$ cat src/rtl/bank_byte_framer.sv
// Frames an ASCII puzzle file into the solver digit stream (digit lookahead, commit gaps, final commit).
// One registered cycle per accepted byte; in_ready falls after the in_last byte and stays low through drain and done.
module bank_byte_framer #(
   parameter int CNT_W = 16,
   parameter int ERR_W = 8
) (
   input  logic             clk,
   input  logic             rst_n,
   input  logic [7:0]       in_data,
   input  logic             in_valid,
   input  logic             in_last,
   output logic             in_ready,
   output logic [3:0]       data_out,
   output logic             wr_en,
   output logic             bank_end,
   output logic             done,
   output logic [CNT_W-1:0] bank_count,
   output logic [ERR_W-1:0] err_count
);
   typedef enum logic [1:0] {ST_IDLE, ST_OPEN, ST_FLUSH, ST_DONE} state_t;

   state_t           r_state;
   logic [3:0]       r_pend;
   logic             r_fl_dig;
   logic             r_fl_gap;
   logic             r_rdy;
   logic             r_wr;
   logic             r_end;
   logic             r_done;
   logic [3:0]       r_dat;
   logic [CNT_W-1:0] r_banks;
   logic [ERR_W-1:0] r_errs;

   logic             w_acc;
   logic             w_is_dig;
   logic             w_is_nl;
   logic             w_is_cr;
   logic             w_is_bad;
   logic [3:0]       w_dig;

   assign w_acc    = in_valid && r_rdy;
   assign w_is_dig = (in_data >= 8'h30) && (in_data <= 8'h39);
   assign w_is_nl  = (in_data == 8'h0A);
   assign w_is_cr  = (in_data == 8'h0D);
   assign w_is_bad = !(w_is_dig || w_is_nl || w_is_cr);
   assign w_dig    = in_data[3:0];

   always_ff @(posedge clk or negedge rst_n) begin
      if (!rst_n) begin
         r_state  <= ST_IDLE;
         r_pend   <= '0;
         r_fl_dig <= 1'b0;
         r_fl_gap <= 1'b0;
         r_rdy    <= 1'b0;
         r_wr     <= 1'b0;
         r_end    <= 1'b0;
         r_done   <= 1'b0;
         r_dat    <= '0;
         r_banks  <= '0;
         r_errs   <= '0;
      end else begin
         // FILL unless an item overrides it below
         r_wr  <= 1'b1;
         r_dat <= '0;
         r_end <= 1'b0;
         case (r_state)
            ST_IDLE, ST_OPEN: begin
               r_rdy <= 1'b1;
               if (w_acc) begin
                  if (w_is_bad && (r_errs != '1))
                     r_errs <= r_errs + 1'b1;
                  if (w_is_dig) begin
                     r_pend <= w_dig;
                     if (r_state == ST_IDLE)
                        r_wr <= 1'b0;
                     else
                        r_dat <= r_pend;
                     r_state <= ST_OPEN;
                  end else if ((r_state == ST_OPEN) && (w_is_nl || in_last)) begin
                     r_dat   <= r_pend;
                     r_end   <= 1'b1;
                     r_banks <= r_banks + 1'b1;
                     r_state <= ST_IDLE;
                  end else if (in_last) begin
                     r_wr <= 1'b0;
                  end
                  // End of file: remember what is still owed, drained from FLUSH
                  if (in_last) begin
                     r_state  <= ST_FLUSH;
                     r_rdy    <= 1'b0;
                     r_fl_dig <= w_is_dig;
                     r_fl_gap <= w_is_dig || (r_state == ST_OPEN);
                  end
               end
            end
            ST_FLUSH: begin
               if (r_fl_dig) begin
                  r_dat    <= r_pend;
                  r_end    <= 1'b1;
                  r_banks  <= r_banks + 1'b1;
                  r_fl_dig <= 1'b0;
               end else if (r_fl_gap) begin
                  r_wr     <= 1'b0;
                  r_fl_gap <= 1'b0;
               end else begin
                  r_state <= ST_DONE;
                  r_done  <= 1'b1;
               end
            end
            default: begin
               r_state <= ST_DONE;
            end
         endcase
      end
   end

   assign in_ready   = r_rdy;
   assign data_out   = r_dat;
   assign wr_en      = r_wr;
   assign bank_end   = r_end;
   assign done       = r_done;
   assign bank_count = r_banks;
   assign err_count  = r_errs;
endmodule

$ cat config.mk
export PLATFORM = sky130hd
export DESIGN_NAME = bank_byte_framer
export DESIGN_NICKNAME = d
export VERILOG_FILES = /design/src/rtl/bank_byte_framer.sv
export SDC_FILE = /design/constraint.sdc
export NUM_CORES = 1
export LEC_CHECK = 0
export CORE_MARGIN = 2
export CORE_UTILIZATION = 34
export DETAILED_ROUTE_END_ITERATION = 10
export PLACE_DENSITY = 0.67
export SLEW_MARGIN = 20
export SYNTH_ARGS = -nofsm -noshare
export SYNTH_HDL_FRONTEND = slang
export SYNTH_SLANG_ARGS = --single-unit
$ cat constraint.sdc
create_clock -name clk -period 3.7 [get_ports clk]
set_clock_uncertainty 0.05 [all_clocks]
set_input_delay 0.37 -clock clk [delete_from_list [all_inputs] [get_ports clk]]
set_output_delay 0.37 -clock clk [all_outputs]
set_load 0.05 [all_outputs]
Word level (Yosys, flattened, before mapping). Cells that the tools add are included.

Register bits after elaboration: 40. Input port bits: 12. Output and inout bits: 32. Logic and storage cells: 88.

Add/subtract/negate cells: 2. Magnitude comparators: 2. Eq/ne operators: 13. Muxes and demuxes: 39. Bitwise logic cells: 2. Reduce and logical (&&, ||, !) cells: 19.

Operators by type and width (count): $mux 16 (4); $pmux 16 s2 (1); $mux 4 (5); $mux 1 (17); $add 16x1->16 const B (1); $eq 8x4->1 const B (2); $ne 2x2->1 const B (7); $mux 2 (6); $reduce_and 3->1 (4); $add 8x1->8 const B (1); $ge 8x6->1 const B (1); $le 8x6->1 const B (1); $ne 8x8->1 const B (1); $pmux 1 s2 (4); $pmux 4 s2 (1); $reduce_and 4->1 (2); $reduce_and 5->1 (1); $logic_and 1x1->1 (4); $logic_or 1x1->1 (4); $ne 4x4->1 const B (1); $pmux 2 s2 (1); $eq 2x1->1 const B (1); $eq 2x2->1 const B (1); $logic_not 2->1 (1); 4 further kinds (5).

Longest topological paths before layout. Gate-level depths: netlist of the first run.

Depth in word-level cells: 8. Mapped depth: 8.

Least setup slack after synthesis of the first run. Ideal clock, no wire load.

Path kind: reg2reg. Start: register r_rdy, in the netlist in_ready. End: register r_banks[9], in the netlist bank_count[9]. Arrival time: 1.873 ns. Data required time: 3.503 ns. Slack: 1.630 ns. Stages on the path, launching flop included: 8. Buffers on the path: 2. Path through: dfrtp_1 > and3b_1 > buf_6 > nand2_2 > o31a_1 > buf_6 > nor4_1 > xor2_1.

Word-level cells in the longest chain between the ends: 3.

Ends and longest elaborated chain: start: declaration (line 26) `logic r_rdy;`; start signal: assignment (line 54) `r_rdy <= 1'b0;`; start signal: assignment (line 68) `r_rdy <= 1'b1;`; start signal: assignment (line 90) `r_rdy <= 1'b0;`; $logic_and 1x1->1 (line 41) `assign w_acc = in_valid && r_rdy;`; $ne 2x2->1 (no line); $reduce_and 5->1 (no line); end signal: assignment (line 82) `r_banks <= r_banks + 1'b1;`; end signal: assignment (line 100) `r_banks <= r_banks + 1'b1;`; end: declaration (line 31) `logic [CNT_W-1:0] r_banks;`.

Every way passes these cells. A chain may end at the register's enable or synchronous reset.

Worst setup path in the final report of the first run.
Start: input port in_data[2]. End: register r_banks[6], in the netlist bank_count[6].

Word-level cells in the longest chain between the ends: 5. Elaborated cells on any way between the ends: 9.

Ends and longest elaborated chain: start: declaration (line 9) `input logic [7:0] in_data,`; branches (longest 4 deep; another with $ge 8x6->1); $reduce_and 5->1 (no line) (*).

Every way passes the cells marked *.

==> out/qor_table.md, run 1 <==
| Step | Parameter | Value |
| --- | --- | --- |
| outcome | Outcome | complete, no violations |
| clocking | Number of CTS-inserted buffers | 5 |
| layout | Synthesis-to-finish area growth | 31.4% |
| layout | Final core area utilization | 47.0% |
| worst setup path | Cell with the largest stage delay on the worst path | sky130_fd_sc_hd__clkdlybuf4s50_1 |
| die | Core Rows | 26 |
| worst setup path | Setup Crit Path Kind | in -> reg |
| routing | # DRC | 0 |
| layout | Most common cell after layout, fill and taps aside | sky130_fd_sc_hd__clkdlybuf4s50_1 |
| timing | Timing-limited maximum frequency | 433 MHz |
| power and ir drop | Peak ir drop on the vdd network | 0.000335 V |
| die | Initial core utilization | 35.8% |
| clocking | # resized after CTS | 0 |
| timing | Final Hold Fails | 0 |
| flow run | Count of max-cap constraint violations | 0 |
| yosys | Synthesis-stage register bit count | 40 |
| clocking | Buffer cell driving the clock tree root | sky130_fd_sc_hd__clkbuf_8 |
| placed design | Placer's final routability congestion estimate | 0.820 |
| die | I/O pins | 44 |
| routing | Starting DRC count in detailed routing | 147 |
| global routing | GRT Resource Usage Total | 13.8% |
| layout | Net count, final | 229 |
| clocking | Setup Buffers After CTS | 0 |
| timing | Smallest hold slack | 136 ps |
| worst setup path | Worst path arrival time | 2470 ps |
| layout | Share of post-route cells with drive strength above 1 | 10.2% |
| yosys | Number of warning messages in the yosys log | 0 |
| worst setup path | Worst Path Required | 3860 ps |
| layout | Layout Cells excl Fill | 286 |
| die | Chip width | 77.8 um |
| worst setup path | Crit-path cells | clkdlybuf4s50_1, o21ai_0, and4_1, o31a_1, clkinv_1, nand4_1, xnor2_1 |
| clocking | H-tree depth | 2 |
| worst setup path | Endpoint kind of the worst setup timing path | flop |
| worst setup path | Slowest stage delay, CP | 470 ps |
| clocking | Number of hold buffers added after cts | 0 |
| clocking | Number of clock sinks | 40 |
| routing | Post-detailed-route via-to-cell ratio | 4.84 |
| clocking | Clock latency on the worst-skew pair | 290 ps |
| timing | Relative max-transition margin | 43.4% |
| timing | Part of the cycle the worst path needs | 62.4% |
| worst setup path | Startpoint types | input pin |
| global routing | Pin count of the biggest net entering global routing | 41 |
| layout | Final antenna diode count | 0 |
| clocking | Maximum buffer depth of the clock tree | 2 |
| placed design | Number of I/O port buffers | 43 |
| global routing | Residual overflow from global routing | 0 |
| placed design | Count of placed standard cells including taps | 278 |
| die | Die boundary height | 77.8 um |
| yosys | Post-synthesis sequential area ratio | 54.1% |
| timing | Number of setup violations in the final report | 0 |
| die | Area enclosed by the die boundary | 6050 sq um |
| power and ir drop | Power per cell area | 496 nW/um^2 |
| yosys | Average cell area after synthesis | 11.1 sq um |
| routing | First drt pass iteration count | 4 |
| timing | Tmin final | 2310 ps |
| timing | Slew at the pin closest to its max-slew limit | 848 ps |
| yosys | Number of nets in the synthesized netlist | 181 |
| timing | TNS Setup | 0 ps |
| yosys | Post-synth design cell area | 1850 sq um |
| yosys | Distinct cell type count after synthesis | 38 |
| routing | Sum of routed wire length over all layers | 3790 um |
| global routing | Number of global-route vias before repair | 1328 |
| layout | Top library cells by usage in the layout, fill and taps aside | sky130_fd_sc_hd__clkdlybuf4s50_1 (42), sky130_fd_sc_hd__dfrtp_1 (40), sky130_fd_sc_hd__nand2_1 (13), sky130_fd_sc_hd__nand3_1 (13), sky130_fd_sc_hd__xnor2_1 (10) |
| routing | Number of vias in the routed layout | 1384 |
| global routing | Antenna violations before repair | 0 |
| worst setup path | Depth of the most critical reg-to-reg path | 6 |
| placed design | Detailed placer's ending HPWL | 2800 um |
| worst setup path | Worst-path maximum fanout | 10 |
| die | Core box area | 5170 sq um |
| routing | Post-DR wirelength/cell | 13.3 um |
| timing | Final number of max-transition violations | 0 |
| timing | RSZ-0062 raised after global routing | no |
| hold path | Worst hold path type | in -> async |
| global routing | Wire length of the first global-routing pass | 6470 um |
| yosys | Post-Synthesis Cells | 167 |
| power and ir drop | Static Leak | 0.976 nW |
| clocking | Register clock-pin slew on the reported worst setup and hold paths | 70 ps |
| routing | Antenna-violating nets left | 0 |
| clocking | Clock tree from TritonCTS | built |
## through the flow
stage / total power, mW / setup slack [ps] / cell area, sq um
final: 1.21 / 1390 / 2430
after global routing: 1.28 / 1210 / 2430
after CTS: 1.22 / 1410 / 2430
after detailed placement: 0.923 / 1120 / 2340
after global placement: 0.919 / 1220 / 2340
after floorplan: 0.785 / 1630 / 1850
## sequential cells by signal, summed over array words and instances (netlist names)
register    count
bank_count     16
r_state         2
data_out        4
done            1
r_fl_gap        1
in_ready        1
r_pend          4
bank_end        1
wr_en           1
r_fl_dig        1
err_count       8
## worst max-delay path, delay by kind of cell
family,cells,cell delay [ps]
AOI/OAI and AO/OA,2,650
xor gates and xnor gates,1,130
buffers and inverters,2,820
and+or+nand+nor,2,490
## power breakdown
| part | switching (mW) | leakage, nW | total (mW) | internal [mW] |
|---|---|---|---|---|
| sequential | 0.0649 | 0.488 | 0.552 | 0.487 |
| combinational | 0.229 | 0.442 | 0.362 | 0.132 |
| clock | 0.141 | 0.0455 | 0.293 | 0.152 |
| total | 0.435 | 0.976 | 1.21 | 0.771 |
## layer usage
| layer | GRT usage, % | vias to the layer above | wire [um] |
|---|---|---|---|
| met2 | 20.4 | 30 | 1790 |
| met3 | 3.84 | 6 | 118 |
| li1 | - | 697 | - |
| met4 | 6.43 | 0 | 77 |
| met5 | 0 | - | 0 |
| met1 | 18.8 | 651 | 1810 |
## synth_stat cells, drive strengths merged
| cell type | number | area [sq um] |
|---|---|---|
| nor2b | 4 | 25.0 |
| nand2b | 2 | 12.5 |
| nand4 | 9 | 56.3 |
| o31a | 1 | 8.76 |
| buf | 2 | 22.5 |
| and2 | 2 | 13.8 |
| a21o | 3 | 22.5 |
| a21bo | 1 | 10.0 |
| a21oi | 2 | 10.0 |
| xor2 | 8 | 70.1 |
| ha | 2 | 25.0 |
| a41oi | 1 | 8.76 |
| xnor2 | 10 | 87.6 |
| nor3 | 3 | 15.0 |
| nand3b | 1 | 7.51 |
| nand2 | 14 | 55.1 |
| o2111ai | 2 | 17.5 |
| clkinv | 1 | 3.75 |
| inv | 5 | 18.8 |
| dfrtp | 40 | 1000 |
| and3b | 2 | 17.5 |
| nor4 | 6 | 43.8 |
| o21ai | 7 | 35.0 |
| a31o | 1 | 8.76 |
| and4 | 1 | 8.76 |
| nor2 | 8 | 30.0 |
| and2b | 1 | 8.76 |
| nand3 | 13 | 65.1 |
| or3 | 1 | 6.26 |
| mux2 | 8 | 90.1 |
| nor3b | 2 | 20.0 |
| o31ai | 1 | 7.51 |
| a31oi | 1 | 6.26 |
| and3 | 2 | 12.5 |
## layout make-up
class                      count  area [sq um]
sequential                    40          1000
timing repair buffer          43           425
fill                         497          2740
inverter                       6          22.5
tap                           70          87.6
multi-input combinational    119           806
clock buffer                   8          90.1
## worst paths after layout
check | endpoint | slack, ps | startpoint
max reg2reg | bank_count[6] | 1650 | r_state[0]
min in group clk | done | 410 | done
min | err_count[6] | 140 | rst_n
max in group asynchronous | wr_en | 2930 | rst_n
min reg2reg | done | 410 | done
max | bank_count[6] | 1390 | in_data[2]
## kinds of logic after synthesis
group | after synthesis | share of synthesized area (%)
adder cells (fa/ha/maj) | 2 | 1.35
AND/OR/NAND/NOR | 71 | 21.5
XOR/XNOR | 18 | 8.51
multiplexers | 8 | 4.87
buffers and inverters | 8 | 2.43
AO/OA/AOI/OAI | 20 | 7.30
flip-flops | 40 | 54.1
Power figures use the tool's default switching activity.
==> run 2: changes to the inputs <==
Clock period 3.7 ns to 2.2 ns, I/O delays scaled along.
==> out/qor_table.md, run 2 (synthesized netlist as in run 1, its figures left out) <==
| Step | Parameter | Value | vs previous |
| --- | --- | --- | --- |
| routing | First drt pass iteration count | 4 | unchanged |
| die | Die boundary height | 77.8 um | unchanged |
| layout | Most common cell after layout, fill and taps aside | sky130_fd_sc_hd__clkdlybuf4s50_1 |  |
| global routing | Antenna violations before repair | 0 | unchanged |
| timing | Final Hold Fails | 40 | +40 |
| worst setup path | Setup Crit Path Kind | in -> reg |  |
| power and ir drop | Static Leak | 1.02 nW | +4.3% |
| global routing | Pin count of the biggest net entering global routing | 41 | unchanged |
| power and ir drop | Design internal power | 1.38 mW | +79% |
| hold path | Worst hold path type | in -> async |  |
| timing | Timing-limited maximum frequency | 522 MHz |  |
| power and ir drop | Power per cell area | 854 nW/um^2 | +72% |
| layout | Final antenna diode count | 0 | unchanged |
| routing | Post-DR wirelength/cell | 13.5 um | +2.0% |
| die | Chip width | 77.8 um | unchanged |
| die | Core Rows | 26 | unchanged |
| timing | Tmin final | 1910 ps |  |
| worst setup path | Worst path arrival time | 2090 ps | -380 ps |
| power and ir drop | Clock network power share | 28.2% | +3.9 points |
| outcome | Outcome | finished with violations |  |
| layout | Share of post-route cells with drive strength above 1 | 13.9% | +3.7 points |
| clocking | Number of clock sinks | 40 | unchanged |
| die | Area enclosed by the die boundary | 6050 sq um | unchanged |
| worst setup path | Worst-path maximum fanout | 7 | -3 |
| timing | Smallest hold slack | -12.1 ps | -148 ps |
| timing | Final number of max-transition violations | 0 | unchanged |
| layout | Net count, final | 236 | +3.1% |
| worst setup path | Start point of the critical path | in_data[2] |  |
| global routing | Wire length of the first global-routing pass | 6690 um | +3.5% |
| outcome | Violations in the final reports | negative hold slack |  |
| layout | Number of flip-flops in the largest register | 16 | unchanged |
| die | I/O pins | 44 | unchanged |
| timing | Number of setup violations in the final report | 0 | unchanged |
| timing | Relative max-transition margin | 42.0% | -1.5 points |
| layout | Area of the multi-input gates | 806 sq um | unchanged |
| layout | Post-route standard cell area excluding fillers | 2510 sq um | +3.0% |
| flow run | Count of max-cap constraint violations | 0 | unchanged |
| layout | Number of fill cells | 490 | -1.4% |
| clocking | Maximum buffer depth of the clock tree | 2 | unchanged |
| layout | Synthesis-to-finish area growth | 35.3% |  |
| power and ir drop | Sequential share of power | 43.3% | -2.4 points |
| routing | # DRC | 0 | unchanged |
| worst setup path | Worst setup path endpoint | bank_count[7] |  |
| timing | RSZ-0062 raised after global routing | no |  |
| timing | Part of the cycle the worst path needs | 87.0% |  |
| layout | Top library cells by usage in the layout, fill and taps aside | sky130_fd_sc_hd__clkdlybuf4s50_1 (42), sky130_fd_sc_hd__dfrtp_1 (40), sky130_fd_sc_hd__nand2_1 (13), sky130_fd_sc_hd__nand3_1 (13), sky130_fd_sc_hd__xnor2_1 (10) |  |
| global routing | Residual overflow from global routing | 0 | unchanged |
| clocking | # resized after CTS | 0 | unchanged |
| worst setup path | Startpoint types | input pin |  |
| clocking | Setup Buffers After CTS | 0 | unchanged |
| power and ir drop | Total power | 2.14 mW | +77% |
| power and ir drop | Proportion of power drawn by combinational gates | 28.4% | -1.6 points |
| placed design | Dpl cell area | 2390 sq um | +2.2% |
| layout | Register area | 1000 sq um | unchanged |
| clocking | Register clock-pin slew on the reported worst setup and hold paths | 80 ps | about the same |
| timing | Slew at the pin closest to its max-slew limit | 870 ps | +21.8 ps |
| power and ir drop | Peak ir drop on the vdd network | 0.000573 V | +71% |
| clocking | Number of hold buffers added after cts | 0 | unchanged |
| timing | TNS Setup | 0 ps | unchanged |
| die | Initial core utilization | 35.8% | unchanged |
| clocking | Clock tree from TritonCTS | built |  |
| global routing | GRT Resource Usage Total | 14.2% | +0.34 points |
| clocking | Clock latency on the worst-skew pair | 300 ps | about the same |
| routing | Sum of routed wire length over all layers | 3960 um | +4.5% |
| worst setup path | Depth of the most critical reg-to-reg path | 6 | unchanged |
| clocking | Number of CTS-inserted buffers | 5 | unchanged |
| clocking | Buffer cell driving the clock tree root | sky130_fd_sc_hd__clkbuf_8 |  |
| routing | Number of vias in the routed layout | 1458 | +5.3% |
| placed design | Number of I/O port buffers | 43 | unchanged |
| worst setup path | Endpoint of the most critical register-to-register path | bank_count[7] |  |
| routing | Starting DRC count in detailed routing | 104 | -29% |
| routing | Antenna-violating nets left | 0 | unchanged |
| worst setup path | Endpoint kind of the worst setup timing path | flop |  |
| routing | Post-detailed-route via-to-cell ratio | 4.98 | +2.8% |
| die | Core box area | 5170 sq um | unchanged |
| clocking | H-tree depth | 2 | unchanged |
| global routing | Number of global-route vias before repair | 1459 | +9.9% |
| power and ir drop | Power dissipated by switching net loads | 0.761 mW | +75% |
| worst setup path | Setup slack of the most critical reg-to-reg path | 290 ps | -1360 ps |
| placed design | Placer's final routability congestion estimate | 0.852 | +3.9% |
| power and ir drop | Proportion of total power due to net switching | 35.6% | -0.48 points |
| placed design | Detailed placer's ending HPWL | 2930 um | +4.6% |
| worst setup path | Worst Path Required | 2370 ps | -1490 ps |
| worst setup path | Start of the worst register-to-register path | r_state[1] |  |
-- run 2: changes by cell type in the layout (fill, tap and decap cells not counted) --
cell,previous run,this run
sky130_fd_sc_hd__clkbuf_8,6,5
sky130_fd_sc_hd__clkinv_2,0,1
sky130_fd_sc_hd__clkinvlp_4,0,1
sky130_fd_sc_hd__buf_4,0,7
sky130_fd_sc_hd__clkbuf_1,2,0
sky130_fd_sc_hd__bufinv_16,0,1
-- run 2: worst min path at each step --
stage	slack, ps	cells past startpoint	startpoint	end
2_1_floorplan	-130	0	rst_n	bank_count[0]
3_3_place_gp	350	1	rst_n	err_count[6]
3_5_place_dp	350	1	rst_n	r_state[1]
4_1_cts	20	1	rst_n	err_count[6]
5_1_grt	60	1	rst_n	r_fl_gap
6_report	-10	1	rst_n	err_count[6]
-- run 2: metrics by stage --
| stage | std cells | utilization (%) | worst slack (ps) |
|---|---|---|---|
| floorplan | 167 | - | 130 |
| global placement | 285 | 46.3 | -19.0 |
| detailed placement | 285 | 46.3 | 3.77 |
| CTS | 293 | 48.5 | 284 |
| global route | 293 | 48.5 | 123 |
| finish | 293 | 48.5 | 285 |
-- run 2: power groups by stage --
| stage | clock, mW | sequential [mW] | combinational, mW |
|---|---|---|---|
| floorplan | 0 | 1.15 | 0.167 |
| global placement | 0 | 0.938 | 0.611 |
| detailed placement | 0 | 0.942 | 0.613 |
| CTS | 0.623 | 0.929 | 0.615 |
| global route | 0.656 | 0.946 | 0.657 |
| finish | 0.604 | 0.927 | 0.608 |
-- run 2: critical path, stage by stage --
cell and delay, ps:
sky130_fd_sc_hd__clkdlybuf4s50_1 550, sky130_fd_sc_hd__o21ai_0 120, sky130_fd_sc_hd__and4_1 240, sky130_fd_sc_hd__o31a_1 370, sky130_fd_sc_hd__buf_4 190, sky130_fd_sc_hd__nor3_1 220
sky130_fd_sc_hd__xor2_1 180
-- run 2: routing by layer --
| metal | vias to the layer above | part of all wire [%] | track usage, % |
|---|---|---|---|
| met5 | - | 0 | 0 |
| met2 | 28 | 48 | 22.4 |
| met4 | 0 | 2.0 | 6.43 |
| li1 | 703 | - | - |
| met1 | 720 | 47 | 18.2 |
| met3 | 7 | 3.2 | 3.72 |
-- run 2: cell type report --
class	instances	area share [%]
Inverter	6	0.899
Multi-Input combinational cell	119	32.2
Timing Repair Buffer	50	19.1
Clock inverter	3	1.70
Clock buffer	5	2.75
Tap cell	70	3.49
Sequential cell	40	39.9
==> RTL change 1 (flow settings as in run 2) <==
`ERR_W`: 8 -> 6.
--- a/src/rtl/bank_byte_framer.sv
+++ b/src/rtl/bank_byte_framer.sv
@@ -2,7 +2,7 @@
 // One registered cycle per accepted byte; in_ready falls after the in_last byte and stays low through drain and done.
 module bank_byte_framer #(
    parameter int CNT_W = 16,
-   parameter int ERR_W = 8
+   parameter int ERR_W = 6
 ) (
    input  logic             clk,
    input  logic             rst_n,
Ports: changed (resized err_count); port bits go from 44 to 42. The function was not compared with the original's and may differ.
==> RTL change 1 against run 2 <==
  * Die area decreased by 8.3%
  * The flow still finishes with violations (negative hold slack)
  * Cell area decreased by 7.9%
  * Register-to-register slack improved by 0.08 ns
  * Sequential cell count decreased by 2
  * Setup slack improved by 0.039 ns
  * Final cell count decreased by 11%
  * Via count decreased by 17%
  * Utilization increased by 0.074 points
  * Routed wire length decreased by 21%
  * Sequential power decreased by 6.3%
  * Largest cell class unchanged
  * Hold slack got worse by 0.0078 ns
  * Power decreased by 7.9%
  * Area after synthesis decreased by 8.8%
==> RTL change 1: results <==
metrics = {
    "clocking": {
        "clk_latency_ns": 0.28,
        "cts_resized": 0,
        "htreeDepth": 2,
        "clockRootBuffer": "clkbuf_8",
    },
    "global_routing": {
        "grt_util_all_layers_pct": 12.8,
        "first_global_vias": 1130,
        "antenna_found_initial": 0,
        "grt_first_pass_wirelength_um": 5370,
        "grt_max_degree": 39,
    },
    "placed_design": {
        "port_buffers": 41,
        "place_area_mm2": 0.00220,
        "pre_cts_slack_ns": 0.0251,
        "dpl.hpwl_um": 2300,
        "place.gp.congestion": 0.833,
    },
    "logic_synthesis": {
        "synthTopCellsByArea": "dfrtp_1, xnor2_1, nand4_1, mux2_2, nand2_1",
        "yosysSeqAreaShare_pct": 56.3,
        "synth_nets": 156,
        "synth_flop_cell": "dfrtp_1",
        "yosysUniqueCellTypes": 31,
        "synth_commonest_cells": "dfrtp_1, xnor2_1, nand2_1",
    },
    "finish": {
        "drive_gt1_share_pct": 11.3,
        "largest_reg_flops": 16,
        "antennaDiodeCount": 0,
        "fin_nets": 207,
    },
    "hold_path": {
        "hold_class": "in2async",
    },
    "timing": {
        "worstMarginPinSlew_ns": 0.817,
        "hold_ws_ns": -0.0199,
        "finalHoldViolations": 38,
    },
    "worst_setup_path": {
        "reg2reg_depth": 5,
        "r2r_start": "err_count[0]$_DFFE_PN0P_",
        "r2r_setup_slack_ns": 0.37,
        "reg2reg_to": "err_count[1]$_DFFE_PN0P_",
        "cp.arrival_ns": 1.99,
        "cp_max_fo": 10,
    },
    "run_status": {
        "violations": "negative hold slack",
        "outcome": "finished, violations left",
    },
    "power_and_ir_drop": {
        "p_leak_uw": 0.000961,
        "peakVddDrop_uv": 753,
    },
    "detailed_routing": {
        "vias": 1213,
        "routed_wl_um": 3140,
        "drt_iter0_drc": 62,
    },
}
-- RTL change 1: cell types whose count changed in the layout (fill, tap and decap cells not counted), sizes merged, moves of 4 or more --
cell / before / now
and3: 2 / 8
a21oi: 2 / 6
xnor2: 10 / 18
o21ai: 7 / 3
nand3: 13 / 2
nor4: 6 / 2
xor2: 8 / 2
-- RTL change 1: critical path, stage by stage --
cell	delay (ns)
clkdlybuf4s50_1	0.47
nor4_4	0.33
a41oi_2	0.20
o31ai_4	0.30
buf_4	0.21
nand4_1	0.12
xnor2_1	0.15
-- RTL change 1: area by class of cell --
type / count / area [um^2]
fillers: 454 / 2450
flip-flops and latches: 38 / 951
multi-input cells: 100 / 716
repair buffers: 46 / 443
well taps: 67 / 83.8
clock buffers: 7 / 76.3
clock inverters: 1 / 30.0
inverters: 2 / 7.51
-- RTL change 1: kinds of logic (layout without fill, tap and decap cells) --
logic type	Yosys count	in the layout	synth area share [%]
flops	38	38	56.3
compound gates	16	16	7.56
buf+inv	4	56	1.33
simple gates	56	56	19.0
fa+ha+maj	2	2	1.48
xor+xnor	20	20	10.4
mux	6	6	4.00
-- RTL change 1: metal layers --
metal / part of all wire [%] / GRT usage (%) / up-vias
met3: 6.2 / 4.74 / 2
met4: 0.25 / 2.98 / 0
li1: - / - / 608
met1: 51 / 19.0 / 566
met5: 0 / 0 / -
met2: 43 / 17.8 / 37
-- RTL change 1: worst max path at each step --
stage | start | end | slack [ns] | depth (start not counted)
floorplan | err_count[0]$_DFFE_PN0P_ | err_count[1]$_DFFE_PN0P_ | 0.27 | 5
global placement | in_data[5] | bank_count[14]$_DFFE_PN0P_ | 0.06 | 7
detailed placement | in_data[5] | bank_count[10]$_DFFE_PN0P_ | 0.03 | 7
CTS | bank_count[6]$_DFFE_PN0P_ | bank_count[6] | 0.32 | 1
global route | in_data[5] | bank_count[10]$_DFFE_PN0P_ | 0.18 | 7
finish | in_data[5] | bank_count[10]$_DFFE_PN0P_ | 0.32 | 7
-- RTL change 1: per-stage QoR --
| stage | hold WS, ns | instances | util, % |
|---|---|---|---|
| floorplan | -0.126 | 142 | - |
| global placement | 0.315 | 253 | 46.3 |
| detailed placement | 0.318 | 253 | 46.3 |
| CTS | 0.00650 | 261 | 48.5 |
| global route | 0.0503 | 261 | 48.5 |
| finish | -0.0199 | 261 | 48.5 |
-- RTL change 1: report_power, final --
group | switching, uW | leakage, uW | internal (uW)
Sequential | 93.7 | 0.000491 | 775
Combinational | 331 | 0.000418 | 195
Clock | 237 | 0.0000524 | 339
==> RTL change 2 (flow settings as in run 2) <==
Made on the original files. Make the reset (`rst_n`) synchronous in one clocked block.
--- a/src/rtl/bank_byte_framer.sv
+++ b/src/rtl/bank_byte_framer.sv
@@ -45,7 +45,7 @@
    assign w_is_bad = !(w_is_dig || w_is_nl || w_is_cr);
    assign w_dig    = in_data[3:0];
 
-   always_ff @(posedge clk or negedge rst_n) begin
+   always_ff @(posedge clk) begin
       if (!rst_n) begin
          r_state  <= ST_IDLE;
          r_pend   <= '0;
Check against the original RTL: differs if rst_n is asserted again (counterexample within 4 cycles, from zero or initial values and one cycle with rst_n low); with rst_n held inactive, the same outputs for 4 cycles.
==> RTL change 2 against run 2 <==
  * Area after synthesis decreased by 0.14%
  * Count of clock-buffer cells in the layout unchanged
  * Setup slack lost 0.015 ns
  * Sequential cell count is the same
  * Hold slack gained 0.42 ns
  * Routed wire length rose by 8.8%
  * Cell area grew 0.75%
  * Critical endpoint is now bank_count[4]$_SDFFE_PN0P_
Power is not compared: it rests on default switching activity, and its combinational part moved more than twofold at a synthesized area within 25%.
==> RTL change 2: results <==
metrics = {
    "run_status": {
        "outcome": "finished clean",
    },
    "worst_setup_path": {
        "crit_start": "in_data[1]",
        "reg2reg_to": "bank_count[13]$_SDFFE_PN0P_",
        "cp.arrival_ns": 2.10,
        "r2r_start": "r_state[0]$_SDFFE_PN0P_",
        "reg2reg_depth": 6,
        "r2r_setup_slack_ns": 0.32,
        "cp_max_fo": 10,
    },
    "logic_synthesis": {
        "syn-instance-count": 208,
        "yosysUniqueCellTypes": 44,
        "yosysSeqAreaShare_pct": 43.3,
        "ys_warn_count": 0,
        "synthArstFlopShare_pct": 0,
        "synthTopCellsByArea": "dfxtp_1, a21oi_1, or3_1, nor2_1, mux2i_1",
        "synth_nets": 222,
        "synth_commonest_cells": "dfxtp_1, a21oi_1, nor2_1",
    },
    "clocking": {
        "clockRootBuffer": "clkbuf_8",
        "cts_setup_buffers": 0,
        "cts_made_buffers": 5,
        "htreeDepth": 2,
        "clk_latency_ns": 0.29,
        "cts.clk_slew.worst_paths_ns": 0.08,
        "cts_resized": 0,
        "cts_buffer_depth": 2,
    },
    "detailed_routing": {
        "routed_wl_um": 4310,
        "dr.pass1.iters": 5,
        "drt_iter0_drc": 94,
        "vias": 1729,
        "viasPerCell": 5.18,
    },
    "placed_design": {
        "place.gp.congestion": 0.754,
        "dpl.hpwl_um": 3070,
        "place_area_mm2": 0.00241,
        "port_buffers": 43,
        "dp_cells": 326,
    },
    "finish": {
        "largest_reg_flops": 16,
        "num-fill-cells": 485,
        "drive_gt1_share_pct": 11.7,
        "fin_nets": 277,
        "antennaDiodeCount": 0,
    },
    "timing": {
        "hold_ws_ns": 0.408,
        "worstMarginPinSlew_ns": 0.505,
        "setup_violations": 0,
    },
    "global_routing": {
        "first_global_vias": 1611,
        "grt_max_degree": 23,
        "grt_util_all_layers_pct": 15.6,
        "grt_first_pass_wirelength_um": 7570,
        "antenna_found_initial": 0,
    },
    "hold_path": {
        "hold-path-endpoint": "data_out[2]$_SDFF_PN0_",
        "hold_class": "reg2reg",
        "min_from": "r_pend[2]$_SDFFE_PN0P_",
        "hold-path-cell-count": 1,
    },
    "power_and_ir_drop": {
        "peakVddDrop_uv": 220,
        "p_leak_uw": 0.000892,
    },
}
-- RTL change 2: changes by cell type in the layout (fill, tap and decap cells not counted), moves of 5 or more --
cell     change
a21oi_1     +23
dfrtp_1     -40
dfxtp_1     +40
mux2_2       -8
mux2i_1      +6
nor2_1      +11
nor4_1       -5
o21ai_1      +7
or3_1       +11
or4_1        +5
xnor2_1      -9
xor2_1       -6
-- RTL change 2: worst max-delay path, stage by stage --
cell,delay [ns]
clkdlybuf4s50_1,0.53
nor3b_2,0.21
a41o_2,0.28
a31oi_4,0.13
buf_4,0.21
or3_1,0.35
a21oi_1,0.17
-- RTL change 2: area by class of cell --
class                   count  share of cell area [%]
multi-input cells         159                    39.8
flip-flops and latches     40                    31.7
repair buffers             53                    20.0
well taps                  70                    3.47
clock buffers               5                    2.73
clock inverters             3                    1.68
inverters                   4                   0.595
-- RTL change 2: through the flow --
| stage | setup WS [ns] | utilization (%) | setup TNS, ns |
|---|---|---|---|
| finish | 0.270 | 48.8 | 0 |
| global route | 0.174 | 48.8 | 0 |
| CTS | 0.263 | 48.8 | 0 |
| detailed placement | -0.0373 | 46.7 | -0.0373 |
| global placement | 0.0523 | 46.7 | 0 |
| floorplan | 0.163 | - | 0 |
-- RTL change 2: worst max-delay path by stage --
stage,to,slack [ns]
2_1_floorplan,err_count[5]$_SDFFE_PN0P_,0.16
3_3_place_gp,bank_count[13]$_SDFFE_PN0P_,0.05
3_5_place_dp,bank_count[4]$_SDFFE_PN0P_,-0.04
4_1_cts,bank_count[4]$_SDFFE_PN0P_,0.26
5_1_grt,err_count[7]$_SDFFE_PN0P_,0.17
6_report,bank_count[4]$_SDFFE_PN0P_,0.27
-- RTL change 2: layer usage --
| metal | GRT usage [%] | wire length (um) |
|---|---|---|
| met3 | 3.37 | 165 |
| met1 | 20.6 | 2080 |
| met5 | 0 | 0 |
| met2 | 24.1 | 1980 |
| met4 | 7.32 | 86 |
-- RTL change 2: logic make-up after synthesis --
kind of cell,Yosys count,share of synthesized area (%)
xor+xnor,3,1.42
buf+inv,9,2.37
compound gates,58,20.4
simple gates,90,27.9
fa+ha+maj,2,1.35
flops,40,43.3
mux,6,3.25
-- RTL change 2: where the power goes --
part | leakage (uW) | internal, uW | switching, uW
logic | 0.000515 | 59.1 | 81.4
registers | 0.000323 | 734 | 12.5
clock network | 0.0000541 | 336 | 268
